`src/rtl/ram_2port_rw_ctrl.sv`:
```
// Fill / read-back / compare sequencer for a simple dual-port RAM
// (port A write, port B read, shared clock). Each run writes
// (addr + pass_cnt) to addresses 0..DEPTH-1, reads them back and counts
// words that differ from the pattern. pass_cnt advances once per finished
// run, so consecutive runs use different data.
//
// state    | meaning
// ---------+----------------------------------------------------------
// ST_IDLE  | waiting for start; err/err_cnt hold last run's result
// ST_WRITE | DEPTH cycles, one port-A write per cycle, addr 0..DEPTH-1
// ST_READ  | DEPTH cycles, one port-B read per cycle, addr 0..DEPTH-1
// ST_DRAIN | RD_LAT cycles so the last read reaches the comparator
// ST_FIN   | one cycle; produces the done pulse and bumps pass_cnt
//
// Every output is a register fed from the current state, so the outputs
// trail the state by one clock.

module ram_2port_rw_ctrl #(
  parameter int ADDR_W = 5,
  parameter int DATA_W = 8,
  parameter int DEPTH  = 32,
  parameter int RD_LAT = 1
) (
  input  logic              sys_clk,
  input  logic              sys_rst_n,
  input  logic              start,
  output logic              ram_wr_en,
  output logic [ADDR_W-1:0] ram_wr_addr,
  output logic [DATA_W-1:0] ram_wr_data,
  output logic              ram_rd_en,
  output logic [ADDR_W-1:0] ram_rd_addr,
  input  logic [DATA_W-1:0] ram_rd_data,
  output logic              busy,
  output logic              done,
  output logic              err,
  output logic [ADDR_W:0]   err_cnt
);

  localparam int CNT_W = ADDR_W + 1;
  localparam logic [CNT_W-1:0]  LEN_M1   = CNT_W'(DEPTH - 1);
  localparam logic [CNT_W-1:0]  DRAIN_M1 = CNT_W'(RD_LAT - 1);
  localparam logic [CNT_W-1:0]  CNT_ONE  = CNT_W'(1);
  localparam logic [ADDR_W-1:0] IDX_ONE  = ADDR_W'(1);
  localparam logic [DATA_W-1:0] PASS_ONE = DATA_W'(1);
  localparam logic [ADDR_W:0]   ERR_ONE  = (ADDR_W + 1)'(1);

  typedef enum logic [2:0] {
    ST_IDLE,
    ST_WRITE,
    ST_READ,
    ST_DRAIN,
    ST_FIN
  } state_t;

  state_t             state, state_nxt;
  logic [CNT_W-1:0]   cnt, cnt_nxt;     // cycles remaining in the phase, minus one
  logic [ADDR_W-1:0]  idx, idx_nxt;     // address issued in the current phase
  logic [DATA_W-1:0]  pass_cnt;
  logic [RD_LAT-1:0]  pipe_vld;
  logic [DATA_W-1:0]  pipe_exp [RD_LAT];
  logic               mismatch;
  logic               run_go;

  // Address is zero-extended or truncated to the data width before the offset.
  function automatic logic [DATA_W-1:0] pattern(input logic [ADDR_W-1:0] a,
                                                input logic [DATA_W-1:0] p);
    return DATA_W'(a) + p;
  endfunction

  assign run_go   = (state == ST_IDLE) && start;
  assign mismatch = pipe_vld[RD_LAT-1] && (ram_rd_data != pipe_exp[RD_LAT-1]);

  // State, phase timer and address counter registers.
  always_ff @(posedge sys_clk or negedge sys_rst_n) begin
    if (!sys_rst_n) begin
      state <= ST_IDLE;
      cnt   <= '0;
      idx   <= '0;
    end else begin
      state <= state_nxt;
      cnt   <= cnt_nxt;
      idx   <= idx_nxt;
    end
  end

  // Next-state logic; each phase ends when the down-counter reaches zero.
  always_comb begin
    state_nxt = state;
    cnt_nxt   = cnt;
    idx_nxt   = idx;
    unique case (state)
      ST_IDLE: begin
        if (start) begin
          state_nxt = ST_WRITE;
          cnt_nxt   = LEN_M1;
          idx_nxt   = '0;
        end
      end
      ST_WRITE: begin
        cnt_nxt = cnt - CNT_ONE;
        idx_nxt = idx + IDX_ONE;
        if (cnt == '0) begin
          state_nxt = ST_READ;
          cnt_nxt   = LEN_M1;
          idx_nxt   = '0;
        end
      end
      ST_READ: begin
        cnt_nxt = cnt - CNT_ONE;
        idx_nxt = idx + IDX_ONE;
        if (cnt == '0) begin
          state_nxt = ST_DRAIN;
          cnt_nxt   = DRAIN_M1;
        end
      end
      ST_DRAIN: begin
        cnt_nxt = cnt - CNT_ONE;
        if (cnt == '0) state_nxt = ST_FIN;
      end
      ST_FIN: begin
        state_nxt = ST_IDLE;
      end
      default: begin
        state_nxt = ST_IDLE;
      end
    endcase
  end

  // Registered RAM strobes and status; addresses hold outside their phase.
  always_ff @(posedge sys_clk or negedge sys_rst_n) begin
    if (!sys_rst_n) begin
      ram_wr_en   <= 1'b0;
      ram_wr_addr <= '0;
      ram_wr_data <= '0;
      ram_rd_en   <= 1'b0;
      ram_rd_addr <= '0;
      busy        <= 1'b0;
      done        <= 1'b0;
    end else begin
      ram_wr_en <= (state == ST_WRITE);
      ram_rd_en <= (state == ST_READ);
      busy      <= (state != ST_IDLE);
      done      <= (state == ST_FIN);
      if (state == ST_WRITE) begin
        ram_wr_addr <= idx;
        ram_wr_data <= pattern(idx, pass_cnt);
      end
      if (state == ST_READ) ram_rd_addr <= idx;
    end
  end

  // Run counter that offsets the data pattern; wraps at the data width.
  always_ff @(posedge sys_clk or negedge sys_rst_n) begin
    if (!sys_rst_n) pass_cnt <= '0;
    else if (state == ST_FIN) pass_cnt <= pass_cnt + PASS_ONE;
  end

  // Expected-data pipe, aligned so its last stage lines up with ram_rd_data.
  always_ff @(posedge sys_clk or negedge sys_rst_n) begin
    if (!sys_rst_n) begin
      pipe_vld <= '0;
      for (int i = 0; i < RD_LAT; i++) pipe_exp[i] <= '0;
    end else begin
      pipe_vld[0] <= ram_rd_en;
      pipe_exp[0] <= pattern(ram_rd_addr, pass_cnt);
      for (int i = 1; i < RD_LAT; i++) begin
        pipe_vld[i] <= pipe_vld[i-1];
        pipe_exp[i] <= pipe_exp[i-1];
      end
    end
  end

  // Mismatch flag and saturating count; both cleared when a run is accepted.
  always_ff @(posedge sys_clk or negedge sys_rst_n) begin
    if (!sys_rst_n) begin
      err     <= 1'b0;
      err_cnt <= '0;
    end else if (run_go) begin
      err     <= 1'b0;
      err_cnt <= '0;
    end else if (mismatch) begin
      err <= 1'b1;
      if (err_cnt != '1) err_cnt <= err_cnt + ERR_ONE;
    end
  end

endmodule

```
`config.mk`:
```
export PLATFORM = sky130hd
export DESIGN_NAME = ram_2port_rw_ctrl
export DESIGN_NICKNAME = d
export VERILOG_FILES = /design/src/rtl/ram_2port_rw_ctrl.sv
export SDC_FILE = /design/constraint.sdc
export NUM_CORES = 1
export LEC_CHECK = 0
export CORE_ASPECT_RATIO = 1.4
export CORE_MARGIN = 8
export CORE_UTILIZATION = 37
export DETAILED_ROUTE_END_ITERATION = 10
export PLACE_DENSITY = 0.63
export SETUP_SLACK_MARGIN = 0.2
export SYNTH_ARGS = -nofsm -noshare
export SYNTH_HDL_FRONTEND = slang
export SYNTH_SLANG_ARGS = --single-unit
```
`constraint.sdc`:
```
create_clock -name sys_clk -period 5.4 [get_ports sys_clk]
set_clock_uncertainty 0.05 [all_clocks]
set_input_delay 1.35 -clock sys_clk [delete_from_list [all_inputs] [get_ports sys_clk]]
set_output_delay 1.35 -clock sys_clk [all_outputs]
set_load 0.02 [all_outputs]
```
After elaboration in Yosys (flattened, before gate mapping)
Index checks and enable logic that the tools add are counted.

storage, ports and cells
  register bits = 60
  latch bits = 0
  RAM bits = 0
  memory bits (read-only) = 0
  input bits = 11
  output and inout bits = 29
  logic and storage cells = 61
  memories = 0

cells by class
  add/sub/neg operators = 6
  multiply operators = 0
  divide/modulo/power cells = 0
  magnitude comparators = 0
  eq/ne operators = 10
  shifts and indexed selects = 0
  multiplexer cells = 17
  bitwise gates (word level) = 0
  reduce and logical (&&, ||, !) cells = 13

operators by type and width
  cell                                                                   number
  6-bit 2-to-1 mux                                                       6
  6-bit case mux with 4 select lines                                     1
  5-bit by 8-bit adder with 8-bit output                                 2
  5-bit case mux with 3 select lines                                     1
  3-bit 2-to-1 mux                                                       4
  3-bit case mux with 4 select lines                                     1
  5-bit 2-to-1 mux                                                       2
  8-bit by 1-bit adder with 8-bit output, second input constant          1
  2-bit inequality test, second input constant                           4
  8-bit inequality test                                                  1
  6-bit by 1-bit adder with 6-bit output, second input constant          1
  3-bit by 2-bit equality test with 1-bit output, second input constant  2
  6-bit logical NOT                                                      1
  6-bit inequality test, second input constant                           1
  2-bit AND reduction                                                    3
  3-bit nonzero test                                                     2
  6-bit by 1-bit subtractor with 6-bit output, second input constant     1
  5-bit by 1-bit adder with 5-bit output, second input constant          1
  4-bit AND reduction                                                    1
  2-bit nonzero test                                                     2
  4-bit nonzero test                                                     1
  3-bit by 1-bit equality test with 1-bit output, second input constant  1
  3-bit equality test, second input constant                             1
  3-bit logical NOT                                                      1
  other kinds (2)                                                        4

Longest topological paths before layout
  depth in word-level cells = 4
  gate-level depth with buffers = 8
  mapped depth without buffers = 8

Worst setup path before layout
No wires, ideal clock.

  kind = input-to-reg
  from = input start
  to = register cnt[2]
  library setup time = 0.119 ns
  data arrival time = 2.317 ns
  data required time = 5.231 ns
  path slack = 2.914 ns
  cell stages on the path = 4
  buffers on the path = 0
  cells stage by stage = nor3_1 nor2_1 a211o_1 o21a_1

between the ends
  cells in the longest elaborated chain, start to end = 2

RTL lines
  item                             RTL line  RTL
  from (decl)                      26        input logic start,
  2-bit inequality test (no line)  -
  2-bit AND reduction (no line)    -
  to (signal assigned)             81        cnt <= cnt_nxt;
  to (decl)                        56        logic [CNT_W-1:0] cnt, cnt_nxt;

Every way passes these cells.
A chain may end at the register's enable or synchronous reset.

Final worst setup path
Same ends and word-level chain as after synthesis.

==> impl_metrics.yaml <==
run_status:
  outcome: "finished, final reports clean"
clocking:
  clkSinkCount: 60
  htreeDepth: 3
  cts_tree: "yes"
  insertion_delay_ns: 0.32
  post-cts-setup-buffers: 0
  numCtsBuffers: 9
  ctsResizeCount: 0
  cts.path.max_buffers: 2
  root_buffer: "clkbuf_16"
  clkTransAtPathRegs_ns: 0.05
  cts_hold_repair.buffers: 0
power:
  leakage_nw: 1.717
  p_per_area_mw_per_mm2: 530.4
  p_switching_mw: 0.7415
  ir_worst_vdd_v: 0.0002532
  power.share.combinational_pct: 36.2
  pwr-share-seq_pct: 37.6
  pwr-share-clk_pct: 26.2
  switching_share_pct: 36.49
  power.total_mw: 2.032
  power.internal_mw: 1.291
synth:
  synth_xor_area_share_pct: 8.205
  ys_warn_count: 0
  ys.flop_type: "dfrtp_1"
  synthCells: 299
  yosysUniqueCellTypes: 50
  async_reset_ff_share_pct: 100.0
  synth_seq_cells: 60
  synth-adder-area-share_pct: 7.357
  synth_top_family_by_area: "simple AND/OR/NAND/NOR gates"
  muxShareOfSynthArea_pct: 2.102
  syn_nets: 327
  netlist_area_mm2: 0.003095
  synth_edf_count: 0
  ys_seq_area_share_pct: 48.50
  yosys.area_share.simple_pct: 17.54
  syn_avg_cell_area_um2: 10.35
  synth_compound_area_share_pct: 12.41
die:
  coreArea_mm2: 0.008149
  die_h_um: 124.2
  die_x_um: 93.31
  die-area_mm2: 0.01159
  start_util_pct: 37.99
  pin_count: 40
  std_cell_rows: 39
place:
  place_area_mm2: 0.003548
  port_buffers: 39
  hpwl_um: 4818
  gp_congestion: 0.7855
grt:
  grt_max_degree: 61
  gr-total-overflow: 0
  grt.total_usage_pct: 12.14
  grt_pass1_wl_um: 11210
  grt_pass1_vias: 2315
  antenna_found_initial: 0
worst_hold_path:
  min_path_type: "reg -> reg"
worst_setup_path:
  critPathArrivalTime_ns: 2.98
  endpoint_kind: "register"
  start_kind: "input port"
  cp.required_ns: 5.56
  criticalPathCategory: "in -> reg"
  reg2reg_depth: 6
  r2r_slack_ns: 3.22
  reg2reg_to: "ram_wr_data[6]$_DFFE_PN0P_"
  r2r_start: "state[0]$_DFFE_PN0P_"
  critPathMaxFanout: 6
  crit_end: "cnt[2]$_DFFE_PN0P_"
  cp-startpoint: "start"
finish:
  final_util_pct: 47.01
  drive_gt1_share_pct: 8.406
  nets: 368
  final_area_mm2: 0.003831
  nFillCells: 754
  n_antenna_cell: 0
  area_growth_pct: 23.77
route:
  wl_per_cell_um: 14.77
  wl_um: 6601
  top_layer: "met4"
  wl_met2_um: 3403
  drt-initial-drc-count: 83
  post-route-drc-count: 0
  wl_met1_um: 2738
  dr.pass1.iters: 4
  vias_per_cell: 5.051
  dr_wl_met3_um: 297
  vias: 2258
  drtAntennaViolNets: 0
sta:
  finalSetupTns_ns: 0
  tightestPinTransition_ns: 0.7662
  slew_headroom_pct: 48.92
  fmax_mhz: 355.7
  fin_crit_sh_pct: 52.07
  drv_slew: 0
  finalHoldViolCount: 0
  rsz0062_at_grt: "no"
  setup_viol: 0
  period_minus_slack_ns: 2.812
job:
  cap_violations: 0
power by group through the flow:
stage / combinational (mW) / clock, mW / sequential (mW)
after detailed placement: 0.747 / 0 / 0.771
after floorplan: 0.410 / 0 / 0.814
after global routing: 0.820 / 0.565 / 0.792
final: 0.735 / 0.533 / 0.764
after global placement: 0.731 / 0 / 0.772
after CTS: 0.752 / 0.549 / 0.767
critical path, cell delays in order:
cell and delay [ns]:
clkdlybuf4s50_1 0.46, nor3_1 0.48, nor2_1 0.24, a211o_1 0.34
o21a_1 0.10
cell usage after synthesis (4+ instances only):
master	count	area, um^2
nand2_1	39	146.4
o21ai_0	15	75.07
nor2_1	21	78.83
or3_1	4	25.02
nor3b_1	5	37.54
nand4_1	5	31.28
dfrtp_1	60	1501
nor3_1	6	30.03
xnor2_1	18	157.7
nand3_1	5	25.02
a21oi_1	14	70.07
inv_1	13	48.80
xor2_1	11	96.34
mux2_2	4	45.04
ha_1	15	187.7
layout make-up:
cell class	count	area, um^2	area share, %
Multi-Input combinational cell	215	1474	38.47
Tap cell	102	127.6	3.331
Inverter	14	52.55	1.372
Clock inverter	1	5.005	0.1306
Timing Repair Buffer	40	392.9	10.25
Sequential cell	60	1501	39.19
Clock buffer	15	277.8	7.250
registers in the layout (all words and copies together), names as in the netlist, 3 cells and up:
signal / flops
ram_wr_data: 8
ram_wr_addr: 5
ram_rd_addr: 5
idx: 5
pass_cnt: 8
state: 3
err_cnt: 6
cnt: 6
pipe_exp: 8
per-layer routing:
metal	vias to the layer above	global-route usage, %
met5	-	0
met1	1089	13.43
met3	12	3.438
li1	1125	-
met4	0	6.857
met2	32	20.11
logic make-up (layout without fill, tap and decap cells):
group | after synthesis | after routing
flops | 60 | 60
simple gates | 106 | 106
xor+xnor | 29 | 29
fa+ha+maj | 17 | 17
mux | 6 | 6
compound gates | 57 | 57
buf+inv | 24 | 70
cells in the final DEF, fill, tap and decap left out, drive strengths merged, types with 3 or more instances in the layout:
cell,n
nor3,6
a31oi,3
mux2,4
clkbuf,15
o22a,3
a211oi,4
ha,15
o21ai,16
or4,3
xnor2,18
inv,14
nand3,7
nor3b,6
nand4,5
nor2b,3
nand2,39
a21oi,14
a21o,3
nor2,23
or3,4
xor2,11
clkdlybuf4s50,38
dfrtp,60
stage by stage:
| step | hold slack, ns | instances | worst slack [ns] |
|---|---|---|---|
| final | 0.3420 | 447 | 2.588 |
| after global routing | 0.3588 | 447 | 2.522 |
| after CTS | 0.3405 | 447 | 2.596 |
| after detailed placement | 0.3209 | 431 | 2.254 |
| after global placement | 0.3231 | 431 | 2.294 |
| after floorplan | 0.4230 | 299 | 2.914 |
worst min path at each step:
stage,start,endpoint,depth (start not counted)
floorplan,state[2]$_DFFE_PN0P_,busy$_DFF_PN0_,2
global placement,ram_rd_en$_DFF_PN0_,pipe_vld$_DFF_PN0_,0
detailed placement,ram_rd_en$_DFF_PN0_,pipe_vld$_DFF_PN0_,0
CTS,ram_rd_en$_DFF_PN0_,pipe_vld$_DFF_PN0_,0
global route,ram_rd_en$_DFF_PN0_,pipe_vld$_DFF_PN0_,0
finish,ram_rd_en$_DFF_PN0_,pipe_vld$_DFF_PN0_,0
No activity file was read; power rests on OpenSTA's default activity.
